**config.mk**
```make
export PLATFORM = sky130hd
export DESIGN_NAME = fetch_stage
export DESIGN_NICKNAME = d
export VERILOG_FILES = /design/src/rtl/mips_defs_pkg.sv /design/src/rtl/if_id_reg.sv /design/src/rtl/fetch_stage.sv
export SDC_FILE = /design/constraint.sdc
export NUM_CORES = 1
export LEC_CHECK = 0
export CAP_MARGIN = 20
export CORE_AREA = 2 2 148 150
export CTS_CLUSTER_SIZE = 40
export DETAILED_ROUTE_END_ITERATION = 10
export DIE_AREA = 0 0 150 152
export PLACE_DENSITY = 0.66
export SYNTH_ARGS = -nofsm -noshare
export SYNTH_HDL_FRONTEND = slang
export SYNTH_SLANG_ARGS = --single-unit
export TNS_END_PERCENT = 50
```
**constraint.sdc**
```tcl
create_clock -name clk -period 2.6 [get_ports clk]
set_clock_uncertainty 0.1 [all_clocks]
set_input_delay 0.52 -clock clk [delete_from_list [all_inputs] [get_ports clk]]
set_output_delay 0.52 -clock clk [all_outputs]
set_load 0.1 [all_outputs]
```
**src/rtl/mips_defs_pkg.sv**
```systemverilog
// Shared definitions for the MIPS fetch stage.
//   RESET_PC_DEF / NOP_INSTR_DEF : default parameter values for fetch_stage
//   fetch_state_t                : fetch controller state encoding
//   RS_* / RT_*                  : register-field positions in an instruction word
//   align_word()                 : clears the low two address bits
package mips_defs;

  localparam logic [31:0] RESET_PC_DEF  = 32'h0000_3000;
  localparam logic [31:0] NOP_INSTR_DEF = 32'h0000_0000;

  typedef enum logic [1:0] {
    FETCH = 2'd0,
    HOLD  = 2'd1,
    DROP  = 2'd2
  } fetch_state_t;

  localparam int RS_MSB = 25;
  localparam int RS_LSB = 21;
  localparam int RT_MSB = 20;
  localparam int RT_LSB = 16;

  function automatic logic [31:0] align_word(input logic [31:0] addr);
    return addr & ~32'h0000_0003;
  endfunction

endpackage

```
**src/rtl/if_id_reg.sv**
```systemverilog
// IF/ID pipeline register: {pc+4, instr} plus a valid bit.
//   clk, rst     : clock, synchronous active-high reset
//   load         : capture data_in, mark valid
//   flush        : clear to {0, NOP_INSTR}, invalid (wins over load)
//   neither      : hold
//   data_in/out  : {pc[31:0], instr[31:0]}
//   valid_out    : register holds a real instruction
module if_id_reg #(
  parameter logic [31:0] NOP_INSTR = 32'h0000_0000
) (
  input  logic        clk,
  input  logic        rst,
  input  logic        load,
  input  logic        flush,
  input  logic [63:0] data_in,
  output logic [63:0] data_out,
  output logic        valid_out
);

  always_ff @(posedge clk) begin
    if (rst || flush) begin
      data_out  <= {32'h0000_0000, NOP_INSTR};
      valid_out <= 1'b0;
    end else if (load) begin
      data_out  <= data_in;
      valid_out <= 1'b1;
    end
  end

endmodule

```
**src/rtl/fetch_stage.sv**
```systemverilog
// IF stage: owns the PC, fetches over a req/ack instruction-memory
// handshake and loads the IF/ID register.
//   clk, rst                      : clock, synchronous active-high reset
//   ctrlStall                     : hold PC and IF/ID (load-use hazard)
//   redirect_valid, redirect_pc   : taken branch/jump, flush and refetch
//   imem_req/addr/ack/rdata       : instruction memory handshake
//   pc_IF_ID, instr_IF_ID, valid_IF_ID : IF/ID contents
//   rs_IF_ID, rt_IF_ID            : register fields of instr_IF_ID
//
// state | meaning
// FETCH | request at pc; consume ack into IF/ID (or skid if stalled)
// HOLD  | acked word parked in skid buffer while stalled; no request
// DROP  | old request still outstanding after redirect; discard its data
module fetch_stage
  import mips_defs::*;
#(
  parameter logic [31:0] RESET_PC  = RESET_PC_DEF,
  parameter logic [31:0] NOP_INSTR = NOP_INSTR_DEF
) (
  input  logic        clk,
  input  logic        rst,
  input  logic        ctrlStall,
  input  logic        redirect_valid,
  input  logic [31:0] redirect_pc,
  output logic        imem_req,
  output logic [31:0] imem_addr,
  input  logic        imem_ack,
  input  logic [31:0] imem_rdata,
  output logic [31:0] pc_IF_ID,
  output logic [31:0] instr_IF_ID,
  output logic        valid_IF_ID,
  output logic [4:0]  rs_IF_ID,
  output logic [4:0]  rt_IF_ID
);

  fetch_state_t state;
  logic [31:0]  pc;
  logic [31:0]  pc_plus4;
  logic [31:0]  drop_addr;
  logic [31:0]  skid_pc;
  logic [31:0]  skid_instr;

  logic         if_load;
  logic         if_flush;
  logic [63:0]  if_din;
  logic [63:0]  if_dout;

  assign pc_plus4  = pc + 32'd4;
  // A request is outstanding in FETCH and DROP; reset abandons it at once.
  assign imem_req  = !rst && (state != HOLD);
  assign imem_addr = (state == DROP) ? drop_addr : pc;

  always_comb begin
    if_load  = 1'b0;
    if_flush = 1'b0;
    if_din   = {pc_plus4, imem_rdata};
    if (redirect_valid) begin
      if_flush = 1'b1;
    end else begin
      case (state)
        FETCH: begin
          if (!ctrlStall) begin
            if (imem_ack) if_load  = 1'b1;
            else          if_flush = 1'b1;
          end
        end
        HOLD: begin
          if (!ctrlStall) begin
            if_load = 1'b1;
            if_din  = {skid_pc, skid_instr};
          end
        end
        DROP: begin
          if (!ctrlStall) if_flush = 1'b1;
        end
        default: ;
      endcase
    end
  end

  always_ff @(posedge clk) begin
    if (rst) begin
      state      <= FETCH;
      pc         <= RESET_PC;
      drop_addr  <= 32'h0000_0000;
      skid_pc    <= 32'h0000_0000;
      skid_instr <= 32'h0000_0000;
    end else if (redirect_valid) begin
      pc         <= align_word(redirect_pc);
      skid_pc    <= 32'h0000_0000;
      skid_instr <= 32'h0000_0000;
      case (state)
        FETCH: begin
          if (!imem_ack) begin
            // Memory still owes us the old word; keep asking for it so the
            // handshake stays stable, then throw it away.
            drop_addr <= pc;
            state     <= DROP;
          end
        end
        HOLD:    state <= FETCH;
        DROP:    state <= DROP;
        default: state <= FETCH;
      endcase
    end else begin
      case (state)
        FETCH: begin
          if (imem_ack) begin
            pc <= pc_plus4;
            if (ctrlStall) begin
              skid_pc    <= pc_plus4;
              skid_instr <= imem_rdata;
              state      <= HOLD;
            end
          end
        end
        HOLD: begin
          if (!ctrlStall) begin
            skid_pc    <= 32'h0000_0000;
            skid_instr <= 32'h0000_0000;
            state      <= FETCH;
          end
        end
        DROP: begin
          if (imem_ack) state <= FETCH;
        end
        default: state <= FETCH;
      endcase
    end
  end

  if_id_reg #(
    .NOP_INSTR (NOP_INSTR)
  ) u_if_id_reg (
    .clk       (clk),
    .rst       (rst),
    .load      (if_load),
    .flush     (if_flush),
    .data_in   (if_din),
    .data_out  (if_dout),
    .valid_out (valid_IF_ID)
  );

  assign pc_IF_ID    = if_dout[63:32];
  assign instr_IF_ID = if_dout[31:0];
  assign rs_IF_ID    = instr_IF_ID[RS_MSB:RS_LSB];
  assign rt_IF_ID    = instr_IF_ID[RT_MSB:RT_LSB];

endmodule

```
-- Word-level counts from Yosys, hierarchy flattened
Index checks and enable logic that the tools add are counted.
Widths: inputs -> output; s select.
- flip-flop bits (word level): 195
- input port bits: 69
- output and inout bits: 108
- word-level logic and storage cells: 65
- add/subtract/negate cells: 1
- eq/ne operators: 11
- multiplexer cells: 31
- bitwise logic cells: 1
- reductions and logical operators: 13
- operators by type and width (cell ; count):
    $mux 32 ; 9
    $mux 64 ; 3
    $pmux 32 s2 ; 2
    $add 32x3->32 const B ; 1
    $ne 3x3->1 const B ; 5
    $mux 2 ; 6
    $mux 1 ; 7
    $ne 2x2->1 const B ; 3
    $pmux 2 s3 ; 1
    $reduce_bool 2->1 ; 3
    $reduce_and 5->1 ; 1
    $pmux 1 s2 ; 2
    $pmux 2 s2 ; 1
    $reduce_and 2->1 ; 2
    $reduce_and 4->1 ; 1
    $reduce_and 3->1 ; 1
    $eq 2x1->1 const B ; 1
    $eq 2x2->1 const B ; 1
    $logic_not 2->1 ; 1
    $ne 2x1->1 const B ; 1
    $reduce_or 2->1 ; 1
    $logic_and 1x1->1 ; 1
    $logic_not 1->1 ; 1
    $logic_or 1x1->1 ; 1
    $not 1->1 ; 1

-- Depth between registers and ports, before layout
- word-level depth: 5
- mapped depth: 8
- gate-level depth less buffers: 6

-- Modules after synthesis
Synthesis repeated with hierarchy kept, for this count alone.
- cell total of the unflattened synthesis: 1006
- area, all modules: 8857.2 sq um
- modules (own cells, without submodules) (module ; instances ; cells each ; area an instance (sq um) ; sequential area each (sq um)):
    fetch_stage ; 1 ; 796 ; 6517.5 ; 2482.4
    if_id_reg ; 1 ; 210 ; 2339.7 ; 1301.2

-- Least setup slack after synthesis
OpenSTA, ideal clock, no wires.
- kind: register to output
- start point: register state[0]
- end point: output port imem_addr[23]
- arrival time: 3215 ps
- required time: 1980 ps
- path slack: -1235 ps
- stages on the path, launching flop included: 6
- path buffers: 3
- path through: dfxtp_1 buf_6 clkbuf_1 nor2_1 clkbuf_1 o21ai_0
- cells in the longest elaborated chain, start to end: 2
- ends and longest elaborated chain (element ; RTL line ; source):
    start: declaration ; fetch_stage.sv:36 ; fetch_state_t state;
    start signal: assignment ; fetch_stage.sv:83 ; state <= FETCH;
    start signal: assignment ; fetch_stage.sv:98 ; state <= DROP;
    start signal: assignment ; fetch_stage.sv:101 ; HOLD: state <= FETCH;
    $eq 2x2->1 ; fetch_stage.sv:51 ; assign imem_addr = (state == DROP) ? drop_addr : pc;
    $mux 32 ; fetch_stage.sv:51 ;
    end: declaration ; fetch_stage.sv:26 ; output logic [31:0] imem_addr,
Every way passes these cells.

-- Worst setup path in the final report
- start point: register state[1]
- end point: output port imem_addr[12]
Same word-level chain as after synthesis.

==> flow_summary.ini <==
[run_status]
status = finished clean

[drt]
drc = 0
drt_pass1_iterations = 5
route.vias.total = 7748
vias_per_cell = 5.28
wl_um = 24200
antenna_left = 0
routedWlPerCell_um = 16.5
first_iter_violations = 483

[placed_design]
pre_cts_ws_ns = -0.109
portBuffers = 170
dpl.hpwl_um = 16200
place_area_um2 = 10600
gp_congestion = 0.854

[clocking]
clockBufferDepth = 2
clock-root-buffer = clkbuf_16
holdBufCountCts = 0
clkSlewWorstSetupHoldPaths_ns = 0.07
h-tree-depth = 4
cts_tree = done
worst_skew_pair.late_latency_ns = 0.43
cts_buffers = 17
cts_sinks = 187

[timing]
slew_violations = 0
period_needed_ns = 2.55
rsz0062_at_grt = no
setup_viol = 0
slew_headroom_pct = 42.2
fin_crit_sh_pct = 97.9
final.setup.worst_slack_ns = 0.0548
hold_violations = 0
tightest_slew_ns = 0.864
max_freq_mhz = 393

[cells_and_area]
fin_util_pct = 53.4
diodes = 0
area_growth_pct = 35.8
layout.nets = 1245
drive_above_1_share_pct = 20.2
fin_area_um2 = 11400
fillCellCount = 1981

[synth]
synth.avg_cell_area_um2 = 8.13
netlist_area_um2 = 8390
netlist_top_cells_count = nand2_1 (197), dfxtp_1 (187), nor2_1 (126)
seq_area_frac_synth_pct = 44.6
yosysTopAreaCellShare_pct = 44.6
ys_ff_latch = 187
netlist_instances = 1032
yosys_warnings = 0
synth_cell_types = 55
ys_async_sr_fraction_pct = 0
ys.flop_type = dfxtp_1
synth.area.top_cells = dfxtp_1 (45%), nand2_1 (8.8%), nor2_1 (5.6%)
synth_edf_count = 0
post-synth-top-count-cell = nand2_1
yosys.area.top_type = dfxtp_1

[power]
ir_drop_v = 0.000395
total_power_mw = 7.05
p_per_area_nw_per_um2 = 619
p_leak_nw = 4.24

[worst_setup_path]
end_kind = output pin
cp_num_buf_inv = 4
cpMostUsedCell = buf_12
cp_slowest_cell = dfxtp_4
crit_chain = clkinvlp_4, nor2_4, buf_12, buf_12, mux2_2, buf_12
critical_path.max_fanout = 9
crit_arrival_ns = 1.93
reg2regPathDepth = 5
start_kind = register
crit_required_ns = 1.98
slowest_delay_ns = 0.38
critical-path-top-delay-family = buffers and inverters
cp_num_cells = 6
path_class = register to output pin

[global_routing]
grt_pass1_wl_um = 38500
grt_pass1_vias = 7221
grt_overflow_total = 0
grt_max_degree = 56
grt.total_usage_pct = 20.9
grt_antenna_before_repair = 0

[floorplan]
start_util_pct = 39.3
rows = 54
ios = 177
die_h_um = 152
chipWidth_um = 150
coreArea_um2 = 21400
die_area_um2 = 22800

[hold_path]
whs_path_depth = 2
hp-class = input pin to register

[flow_run]
drv_cap = 0
-- where the power goes --
part / switching [mW] / internal (mW) / leakage, nW
Sequential: 0.0720 / 2.94 / 1.52
Clock: 1.25 / 1.48 / 0.299
Combinational: 0.827 / 0.486 / 2.42
-- routing by layer --
layer  track usage (%)  part of all wire [%]
met5                 0                     0
met4              5.75                   1.4
met3              3.51                   5.8
met2              32.8                    47
met1              29.7                    46
-- placed cells by master (no fill, tap or decap), types with 7 or more instances in the layout --
cell,Yosys,layout
o21ai_0,41,35
a211oi_1,18,18
buf_12,0,40
xnor2_1,30,30
nand4_1,14,14
nor4_1,9,9
mux2_2,26,18
clkdlybuf4s50_1,0,65
a311oi_1,34,34
dfxtp_1,187,186
or3_1,7,7
a21oi_1,51,51
o22ai_1,9,9
a22oi_1,49,49
nor2_1,126,124
buf_4,14,122
mux2_4,0,8
nand2_1,197,196
clkbuf_16,0,19
nand3_1,18,18
nor3_1,21,20
xor2_1,23,23
-- per-stage QoR --
step	TNS (ns)	hold slack (ns)	std cells
2_1_floorplan	-2.37	0.320	1035
3_3_place_gp	-0.314	0.328	1428
3_5_place_dp	-0.399	0.334	1428
4_1_cts	0	0.234	1461
5_1_grt	0	0.247	1468
6_report	0	0.249	1468
-- worst paths after layout --
check,from,end,slack [ns]
worst max-delay path,state[1],imem_addr[12],0.05
worst max register to register,pc[9],u_if_id_reg.data_out[46],0.34
worst min register to register,u_if_id_reg.data_out[41],u_if_id_reg.data_out[41],0.34
worst min-delay path,rst,state[1],0.25
-- cells by family after synthesis --
group,share of synthesized area [%]
AOI/OAI and AO/OA,18.1
xor gates and xnor gates,5.53
adders and majority gates,0.268
buffers and inverters,6.38
DFF,44.6
muxes,4.09
other,0.0447
and+or+nand+nor,21.0
-- registers in the layout, indices dropped and copies added, names as in the netlist --
signal	cells
state	2
skid_pc	30
skid_instr	32
u_if_id_reg.data_out	62
u_if_id_reg.valid_out	1
drop_addr	30
pc	30
-- area by class of cell --
type                       instances  area, um2  share of cell area (%)
multi-input combinational        730       4190                    36.8
sequential                       187       3750                    32.9
timing repair buffer             232       2440                    21.5
clock buffer                      17        425                    3.73
tap                              280        350                    3.07
clock inverter                    15        201                    1.77
inverter                           7       30.0                   0.264
-- timing repair --
action | in CTS | in global routing
buffers inserted | 0 | 4
hold endpoints to repair | 0 | 0
cloned | 1 | 3
endpoints found under the setup margin | 28 | 9
pin swaps | 1 | 1
gates resized for setup | 4 | 10
Note: power is estimated with default switching activity, not from simulation.
